[config.mk]
export PLATFORM = sky130hd
export DESIGN_NAME = bus_rr_scheduler_flat
export DESIGN_NICKNAME = d
export VERILOG_FILES = /design/src/rtl/bus_sched_pkg.sv /design/src/rtl/bus_rr_scheduler_if.sv /design/src/rtl/rr_picker.sv /design/src/rtl/bus_rr_scheduler.sv /design/src/flat_wrapper.sv
export SDC_FILE = /design/constraint.sdc
export NUM_CORES = 1
export LEC_CHECK = 0
export CAP_MARGIN = 0
export CORE_MARGIN = 1.5
export CORE_UTILIZATION = 29
export DETAILED_ROUTE_END_ITERATION = 6
export HOLD_SLACK_MARGIN = 0.05
export PLACE_DENSITY_LB_ADDON = 0.12
export SKIP_CTS_REPAIR_TIMING = 1
export SLEW_MARGIN = 20
export SYNTH_ARGS = -nofsm -noshare
export SYNTH_HDL_FRONTEND = slang
export SYNTH_SLANG_ARGS = --single-unit
[constraint.sdc]
create_clock -name clk -period 3.05 [get_ports clk]
set_clock_uncertainty 0.1 [all_clocks]
set_input_delay 0.61 -clock clk [delete_from_list [all_inputs] [get_ports clk]]
set_output_delay 0.61 -clock clk [all_outputs]
set_load 0.03 [all_outputs]
[src/rtl/bus_sched_pkg.sv]
// Shared types, constants and helpers for the round-robin bus scheduler.
package bus_sched_pkg;

  localparam int unsigned ID_W      = 8;
  localparam int unsigned PKT_MAX_W = 256;

  localparam logic [ID_W-1:0] BCAST_DEFAULT = 8'hFF;

  typedef enum logic [1:0] {
    IDLE,
    POP,
    SEND
  } state_e;

  // How the packet currently held by the scheduler is to be delivered.
  typedef enum logic [1:0] {
    K_UNI,
    K_BCAST,
    K_DROP
  } kind_e;

  // Destination ID sits in the top ID_W bits of a pkt_w-bit packet.
  function automatic logic [ID_W-1:0] dest_id(input logic [PKT_MAX_W-1:0] pkt,
                                              input int unsigned          pkt_w);
    return ID_W'(pkt >> (pkt_w - ID_W));
  endfunction

endpackage

[src/rtl/bus_rr_scheduler_if.sv]
// Scheduler bus: source-FIFO heads, destination-FIFO strobes and status.
interface bus_rr_scheduler_if #(
  parameter int unsigned pckg_sz = 16,
  parameter int unsigned drvrs   = 4
);

  localparam int unsigned GRANT_W = $clog2(drvrs);

  logic [drvrs-1:0]              pndng;
  logic [drvrs-1:0][pckg_sz-1:0] D_pop;
  logic [drvrs-1:0]              full;
  logic [drvrs-1:0]              pop;
  logic [drvrs-1:0]              push;
  logic [drvrs-1:0][pckg_sz-1:0] D_push;
  logic [GRANT_W-1:0]            grant;
  logic                          busy;
  logic [7:0]                    err_cnt;

  modport master (
    output pndng, D_pop, full,
    input  pop, push, D_push, grant, busy, err_cnt
  );

  modport slave (
    input  pndng, D_pop, full,
    output pop, push, D_push, grant, busy, err_cnt
  );

endinterface

[src/rtl/rr_picker.sv]
// Combinational round-robin search: first requester at or after ptr, wrapping modulo n.
module rr_picker #(
  parameter int unsigned n = 4,
  localparam int unsigned W = $clog2(n)
) (
  input  logic [n-1:0] req,
  input  logic [W-1:0] ptr,
  output logic [W-1:0] winner_c,
  output logic         valid_c
);

  int unsigned idx;

  always_comb begin
    winner_c = '0;
    valid_c  = 1'b0;
    idx      = 0;
    for (int unsigned i = 0; i < n; i++) begin
      idx = (32'(ptr) + i) % n;
      if (!valid_c && req[W'(idx)]) begin
        valid_c  = 1'b1;
        winner_c = W'(idx);
      end
    end
  end

endmodule

[src/rtl/bus_rr_scheduler.sv]
// Round-robin scheduler moving one packet at a time from source FIFOs to destination FIFOs.
// Define BUS_BCAST_EN to deliver broadcast-addressed packets to every other driver.
module bus_rr_scheduler
  import bus_sched_pkg::*;
#(
  parameter int unsigned     pckg_sz   = 16,
  parameter int unsigned     drvrs     = 4,
  parameter logic [ID_W-1:0] broadcast = BCAST_DEFAULT
) (
  input logic               clk,
  input logic               reset,
  bus_rr_scheduler_if.slave bus
);

  localparam int unsigned      GW    = $clog2(drvrs);
  localparam logic [drvrs-1:0] LANE0 = {{(drvrs-1){1'b0}}, 1'b1};

  state_e             state, state_nxt;
  logic [GW-1:0]      grant_q, grant_nxt;
  logic [GW-1:0]      rr_ptr, rr_nxt;
  logic [GW-1:0]      winner_c;
  logic               valid_c;
  logic [drvrs-1:0]   pop_q, pop_nxt;
  logic [drvrs-1:0]   push_q, push_nxt;
  logic [pckg_sz-1:0] pkt_q, pkt_nxt;
  logic [pckg_sz-1:0] d_push_q, d_push_nxt;
  logic [7:0]         err_q, err_nxt;
  logic               busy_q, busy_nxt;

  logic [pckg_sz-1:0] cur_pkt_c;
  logic [ID_W-1:0]    dest_c;
  kind_e              kind_c;
  logic               ready_c;
  logic [drvrs-1:0]   push_vec_c;
`ifdef BUS_BCAST_EN
  logic [drvrs-1:0]   others_c;
`endif

  rr_picker #(.n(drvrs)) u_picker (
    .req      (bus.pndng),
    .ptr      (rr_ptr),
    .winner_c (winner_c),
    .valid_c  (valid_c)
  );

  // Classify the packet in flight: the FIFO head while popping, the latched copy afterwards.
  always_comb begin
    cur_pkt_c  = (state == POP) ? bus.D_pop[grant_q] : pkt_q;
    dest_c     = dest_id(PKT_MAX_W'(cur_pkt_c), pckg_sz);
    kind_c     = K_DROP;
    ready_c    = 1'b0;
    push_vec_c = '0;
`ifdef BUS_BCAST_EN
    others_c   = ~(LANE0 << grant_q);
`endif
    if (dest_c == broadcast) begin
`ifdef BUS_BCAST_EN
      kind_c     = K_BCAST;
      push_vec_c = others_c;
      ready_c    = ((bus.full & others_c) == '0);
`endif
    end else if (32'(dest_c) < drvrs && 32'(dest_c) != 32'(grant_q)) begin
      kind_c     = K_UNI;
      push_vec_c = LANE0 << dest_c[GW-1:0];
      ready_c    = !bus.full[dest_c[GW-1:0]];
    end
  end

  // Next-state and registered-output logic.
  always_comb begin
    state_nxt  = state;
    grant_nxt  = grant_q;
    rr_nxt     = rr_ptr;
    pop_nxt    = '0;
    push_nxt   = '0;
    pkt_nxt    = pkt_q;
    d_push_nxt = d_push_q;
    err_nxt    = err_q;
    case (state)
      IDLE: begin
        if (valid_c) begin
          grant_nxt = winner_c;
          pop_nxt   = LANE0 << winner_c;
          state_nxt = POP;
        end
      end
      POP: begin
        pkt_nxt    = cur_pkt_c;
        d_push_nxt = cur_pkt_c;
        state_nxt  = SEND;
        if (kind_c != K_DROP && ready_c) push_nxt = push_vec_c;
      end
      SEND: begin
        // Leave after the push cycle, or straight away for a dropped packet.
        if (push_q != '0 || kind_c == K_DROP) begin
          state_nxt = IDLE;
          rr_nxt    = (32'(grant_q) == drvrs - 1) ? '0 : GW'(grant_q + 1'b1);
          if (push_q == '0 && err_q != 8'hFF) err_nxt = err_q + 8'd1;
        end else if (ready_c) begin
          push_nxt = push_vec_c;
        end
      end
      default: state_nxt = IDLE;
    endcase
    busy_nxt = (state_nxt != IDLE);
  end

  always_ff @(posedge clk or posedge reset) begin
    if (reset) begin
      state    <= IDLE;
      grant_q  <= '0;
      rr_ptr   <= '0;
      pop_q    <= '0;
      push_q   <= '0;
      pkt_q    <= '0;
      d_push_q <= '0;
      err_q    <= '0;
      busy_q   <= 1'b0;
    end else begin
      state    <= state_nxt;
      grant_q  <= grant_nxt;
      rr_ptr   <= rr_nxt;
      pop_q    <= pop_nxt;
      push_q   <= push_nxt;
      pkt_q    <= pkt_nxt;
      d_push_q <= d_push_nxt;
      err_q    <= err_nxt;
      busy_q   <= busy_nxt;
    end
  end

  assign bus.pop     = pop_q;
  assign bus.push    = push_q;
  assign bus.D_push  = {drvrs{d_push_q}};
  assign bus.grant   = grant_q;
  assign bus.busy    = busy_q;
  assign bus.err_cnt = err_q;

endmodule

[src/flat_wrapper.sv]
// flat-port wrapper written by rule: the top's interface ports become plain ports
module bus_rr_scheduler_flat import bus_sched_pkg::*;
#(
  parameter int unsigned     pckg_sz   = 16,
  parameter int unsigned     drvrs     = 4,
  parameter logic [ID_W-1:0] broadcast = BCAST_DEFAULT
)
  (clk, reset, bus_pndng, bus_D_pop, bus_full, bus_pop, bus_push, bus_D_push, bus_grant, bus_busy, bus_err_cnt);
  bus_rr_scheduler_if #(.pckg_sz(pckg_sz), .drvrs(drvrs)) bus_i ();
  input logic clk;
  input logic reset;
  input wire logic [$bits(bus_i.pndng)-1:0] bus_pndng;
  input wire logic [$bits(bus_i.D_pop)-1:0] bus_D_pop;
  input wire logic [$bits(bus_i.full)-1:0] bus_full;
  output wire logic [$bits(bus_i.pop)-1:0] bus_pop;
  output wire logic [$bits(bus_i.push)-1:0] bus_push;
  output wire logic [$bits(bus_i.D_push)-1:0] bus_D_push;
  output wire logic [$bits(bus_i.grant)-1:0] bus_grant;
  output wire logic [$bits(bus_i.busy)-1:0] bus_busy;
  output wire logic [$bits(bus_i.err_cnt)-1:0] bus_err_cnt;
  assign bus_i.pndng = bus_pndng;
  assign bus_i.D_pop = bus_D_pop;
  assign bus_i.full = bus_full;
  assign bus_pop = bus_i.pop;
  assign bus_push = bus_i.push;
  assign bus_D_push = bus_i.D_push;
  assign bus_grant = bus_i.grant;
  assign bus_busy = bus_i.busy;
  assign bus_err_cnt = bus_i.err_cnt;
  bus_rr_scheduler #(.pckg_sz(pckg_sz), .drvrs(drvrs), .broadcast(broadcast)) u_core (.clk(clk), .reset(reset), .bus(bus_i));
endmodule
### Word level (Yosys, flattened, before mapping)

Cells that the tools add are included.

* bits in registers: 39
* logic and storage cells: 86

* $add $sub $neg: 5
* magnitude comparators: 7
* eq/ne operators: 8
* shifts and indexed selects: 2
* mux-type cells: 37
* reductions and logical operators: 18

Operators with widths (count)
* 16-bit binary-select mux with 2-bit select: 1
* 16-bit 2-to-1 mux: 2
* 4-bit 2-to-1 mux: 7
* 2-bit by 3-bit < comparator with 1-bit output (second input constant): 6
* 2-bit 2-to-1 mux: 9
* 1-bit 2-to-1 mux: 11
* 1-bit binary-select mux with 2-bit select: 5
* 8-bit by 1-bit adder with 8-bit output (second input constant): 1
* 8-bit == test (second input constant): 1
* 8-bit by 3-bit < comparator with 1-bit output (second input constant): 1
* 8-bit by 2-bit inequality test with 1-bit output: 1
* 8-bit inequality test (second input constant): 1
* 4-bit case mux with 2 select lines: 1
* 1-bit by 2-bit left shift with 4-bit output (first input constant): 2
* 2-bit == test (second input constant): 3
* 1-bit logical AND: 6
* 2-bit case mux with 3 select lines: 1
* 2-bit by 1-bit adder with 2-bit output (second input constant): 2
* 2-bit adder (second input constant): 2
* 1-bit logical NOT: 4
* 4-bit logical NOT: 1
* 2-bit AND reduction: 2
* 4-bit nonzero test: 1
* 3-bit AND reduction: 1
* 5 further kinds: 5

### Logic depth before layout (Yosys ltp)

* depth in word-level cells: 15
* mapped depth: 9
* depth with buffers taken out: 8

### Cells and area by module

A second synthesis with hierarchy kept.

* cell total of the unflattened synthesis: 241
* area, all modules: 2637.5 um2

By module, submodules not included
* bus_rr_scheduler: instances 1, cells an instance 226, area each 2560.0 um2, seq. area each 975.9 um2
* rr_picker: instances 1, cells an instance 15, area each 77.6 um2, seq. area each 0.0 um2

### Worst setup path before layout

Ideal clock, no wire load.

* path kind: reg2reg
* start point: register u_core.grant_q[0], in the netlist u_core.bus.grant[0]
* end point: register u_core.rr_ptr[1]
* library setup time: 127 ps
* arrival: 2322 ps
* slack: 501 ps
* cell stages (with the launch flop): 8
* buffers on the path: 1
* cells stage by stage: dfrtp_1 buf_2 mux2_2 a21oi_1 nand4_1 nor3_2 a21bo_1 mux2_1

* word-level cells in the longest chain between the ends: 10

RTL lines
* start, declared: RTL line bus_rr_scheduler.sv:19 `logic [GW-1:0] grant_q, grant_nxt;`
* start signal, assigned: RTL line bus_rr_scheduler.sv:121 `grant_q <= grant_nxt;`
* 16-bit binary-select mux with 2-bit select: RTL line bus_rr_scheduler.sv:48 `cur_pkt_c = (state == POP) ? bus.D_pop[grant_q] : pkt_q;`
* 16-bit 2-to-1 mux (not written as such): RTL line bus_rr_scheduler.sv:48
* 16-bit 2-to-1 mux: RTL line bus_rr_scheduler.sv:48
* 8-bit by 3-bit < comparator with 1-bit output / 8-bit by 2-bit inequality test with 1-bit output (equally long branches): RTL line bus_rr_scheduler.sv:62 `end else if (32'(dest_c) < drvrs && 32'(dest_c) != 32'(grant_q)) begin`
* 1-bit logical AND: RTL line bus_rr_scheduler.sv:62
* 2-bit 2-to-1 mux: RTL line bus_rr_scheduler.sv:62
* 2-bit 2-to-1 mux: RTL line bus_rr_scheduler.sv:56 `if (dest_c == broadcast) begin`
* 2-bit == test: RTL line bus_rr_scheduler.sv:95 `if (push_q != '0 || kind_c == K_DROP) begin`
* 1-bit logical OR: RTL line bus_rr_scheduler.sv:95
* 2-bit AND reduction (no line)
* end signal, assigned: RTL line bus_rr_scheduler.sv:122 `rr_ptr <= rr_nxt;`
* end, declared: RTL line bus_rr_scheduler.sv:20 `logic [GW-1:0] rr_ptr, rr_nxt;`

Parallel ways exist; a longest one is shown, timed or not. The select of a mux whose other input is x is not followed.
A chain may end at the register's enable or synchronous reset.

### Worst setup path after layout

* start point: register u_core.grant_q[0], in the netlist u_core.bus.grant[0]
* end point: register u_core.rr_ptr[0]

The elaborated chain is that of the path after synthesis.

==> results by group <==
GRT
  • Number of global-route vias before repair: 2,303
  • Grt total ovfl: 0
  • First-pass GRT wire length: 12.1 mm
  • Initial antenna violation count: 0
  • Global router's overall resource usage: 0.158
  • Largest net degree at the start of global routing: 40

Detailed routing
  • Avg WL per Cell: 15.7 um
  • DRC: 0
  • Total wire length: between 7 and 8 mm
  • Final ANT Viol Nets: 0
  • DRT Pass-1 Iters: 4
  • Via-per-instance ratio: around 4.7
  • 1st-iter DRT viols: 50
  • Vias: 2,215

Floorplan
  • Initial Util: 0.302
  • Die X-Extent: around 99 um
  • Core Region: about 9000 um2
  • Die area: 9710 um2
  • # IOs: 157
  • Die height: 98.6 um
  • Std-Cell Rows: 34

Setup path
  • Nature of the critical path startpoint: register
  • Worst Path Required: about 3.1 ns
  • CP endpoint kind: register
  • Setup CP Type: reg2reg
  • CP arrival: around 2.8 ns
  • Crit-path max FO: 12

Final layout
  • Design area: between 4000 and 5000 um2
  • Ratio of cells with drive above 1 in the final layout: 0.143
  • Synth-to-Final Area Change: 56.0%
  • Finished Core Util: 0.471
  • Post-layout nets: about 440
  • Inserted Diodes: 0

Clock network
  • TritonCTS Buffers: 5
  • CTS Sinks: 39
  • H-tree levels: 2
  • Clock root buffer: clkbuf_8
  • Reg clk slew, reported paths: about 0.08 ns
  • Max Buffers Root-to-Sink: 2
  • Latest clock arrival within the worst-skew pair: between 0.2 and 0.3 ns
  • CTS tree: yes

Power and ir drop
  • Pwr Density: 1140 nW/um2
  • Static Leakage: about 1.7 nW
  • VDD IR-drop max: about 0.37 mV

Yosys
  • Fraction of registers with async set/reset: 1.00
  • Ys flop type: dfrtp_1
  • Synth top area cells: dfrtp_1 (37%), buf_4 (14%), mux4_2 (8.5%)
  • Syn Inst Count: approximately 240
  • Yosys top cell area share: 0.369
  • FF+latch count, synth: 39
  • Average cell area after synthesis: 10.9 um2
  • Cell area after synthesis: between 2000 and 3000 um2
  • Syn nets: about 320
  • Synth area leader: dfrtp_1
  • Ys Warns: 0
  • EDFF count, synth: 0
  • Sequential share of the synthesized area: 0.369
  • Unique masters post-synth: 44

Placement
  • IO Port Bufs: around 160
  • RD Place Congestion: about 0.7
  • DP HPWL: 5.93 mm
  • Post-detailed-placement cell area: between 4000 and 5000 um2

STA
  • Final setup viols: 0
  • Period utilization: 0.893
  • Peak Freq: approximately 370 MHz
  • Rel. slew slack: 0.631
  • Fin. Hold Viols: 0
  • Period minus WS final: 2.72 ns
  • Unrepaired setup endpoints after global routing: false
  • Setup TNS: 0 ns
  • Slew @ Worst Pin: approximately 0.55 ns
  • Slew Viols, Final: 0

Worst hold path
  • Hold Crit Class: reg2reg

Run status
  • Run status: finished clean

Run
  • Max Cap Viol: 0
[worst paths after layout]
check                           slack, ns                    end  depth (start not counted)                   from
worst max-delay path                 0.33       u_core.rr_ptr[0]                          7    u_core.bus.grant[0]
worst min-delay path                 0.41  u_core.bus.err_cnt[6]                          1  u_core.bus.err_cnt[6]
worst max register to register       0.33       u_core.rr_ptr[0]                          7    u_core.bus.grant[0]
worst min register to register       0.41  u_core.bus.err_cnt[6]                          1  u_core.bus.err_cnt[6]
max in group asynchronous            1.85       u_core.pkt_q[13]                          3                  reset
min in group asynchronous            0.65  u_core.bus.err_cnt[6]                          3                  reset
[flip-flops by register name, indices dropped and copies added (netlist names)]
signal              cells
u_core.bus.grant        2
u_core.state            2
u_core.bus.pop          4
u_core.rr_ptr           2
u_core.bus.push         4
u_core.bus.err_cnt      8
u_core.pkt_q           16
u_core.bus.busy         1
[per-stage QoR]
step	hold WS [ns]	cells	power, mW	worst slack [ns]
finish	0.410	471	4.73	0.327
floorplan	0.388	242	3.44	0.501
CTS	0.412	471	4.79	0.292
detailed placement	0.400	463	4.43	0.167
global placement	0.388	463	4.41	0.207
global route	0.434	471	5.03	0.0923
[final cells by class]
type                       count  area, um2
clock buffer                   7       76.3
tap                          108        135
inverter                       5       18.8
sequential                    39        976
fill                         848       4630
clock inverter                 1       5.00
multi-input combinational    143       1250
timing repair buffer         168       1660
[synth_stat cells (4+ instances only)]
cell and count:
a21oi_1 10, buf_2 4, buf_4 48, dfrtp_1 39, ha_1 6, inv_1 5, mux2_2 17, mux2i_1 5
mux4_2 10, nand2_1 12, nand2b_1 4, nand3_1 4, nor2_1 13, nor2b_1 7, nor3_1 4, o21ai_0 7
xor2_1 6
[routing by layer]
metal	track usage	vias up	wire, um
li1	-	1051	-
met1	0.203	1053	3220
met2	0.263	102	3550
met3	0.0426	9	560
met4	0.0444	0	85
met5	0	-	0
[layout by cell type, fill, tap and decap left out, types with 2 or more instances in the layout]
cell,n
mux2_2,17
nor3_1,4
and3b_1,3
o21ai_0,7
clkbuf_1,2
nand4_1,3
o21a_1,3
clkdlybuf4s50_1,156
inv_1,4
xnor2_1,2
nor2b_1,7
clkbuf_8,5
nor3b_2,2
a31oi_1,2
a21oi_1,10
mux2_1,3
nand2_1,12
xor2_1,6
nand3_1,4
nand2b_1,4
nor2_1,13
dfrtp_1,39
mux4_2,10
mux2i_1,5
buf_4,11
o22ai_1,3
ha_1,6
[power by group]
group	internal [mW]	leakage [nW]	total [mW]	switching, mW
logic	1.54	1.15	3.36	1.81
clock network	0.161	0.0422	0.338	0.177
registers	0.725	0.486	1.03	0.307
[worst max-delay path, stage by stage, from the launching register on]
cell and delay [ns]:
dfrtp_1 0.70, buf_4 0.27, or4b_1 0.44, o21ai_0 0.20
o22ai_1 0.21, nor3_2 0.18, a21bo_1 0.18, mux2_1 0.33
[cells by family after synthesis]
group	after synthesis	synth area share
AOI/OAI and AO/OA	32	0.0879
adders and majority gates	6	0.0284
muxes	36	0.199
and+or+nand+nor	61	0.132
xor gates and xnor gates	8	0.0265
buffers and inverters	60	0.158
DFF	39	0.369
Note: power is estimated with default switching activity, not from simulation.
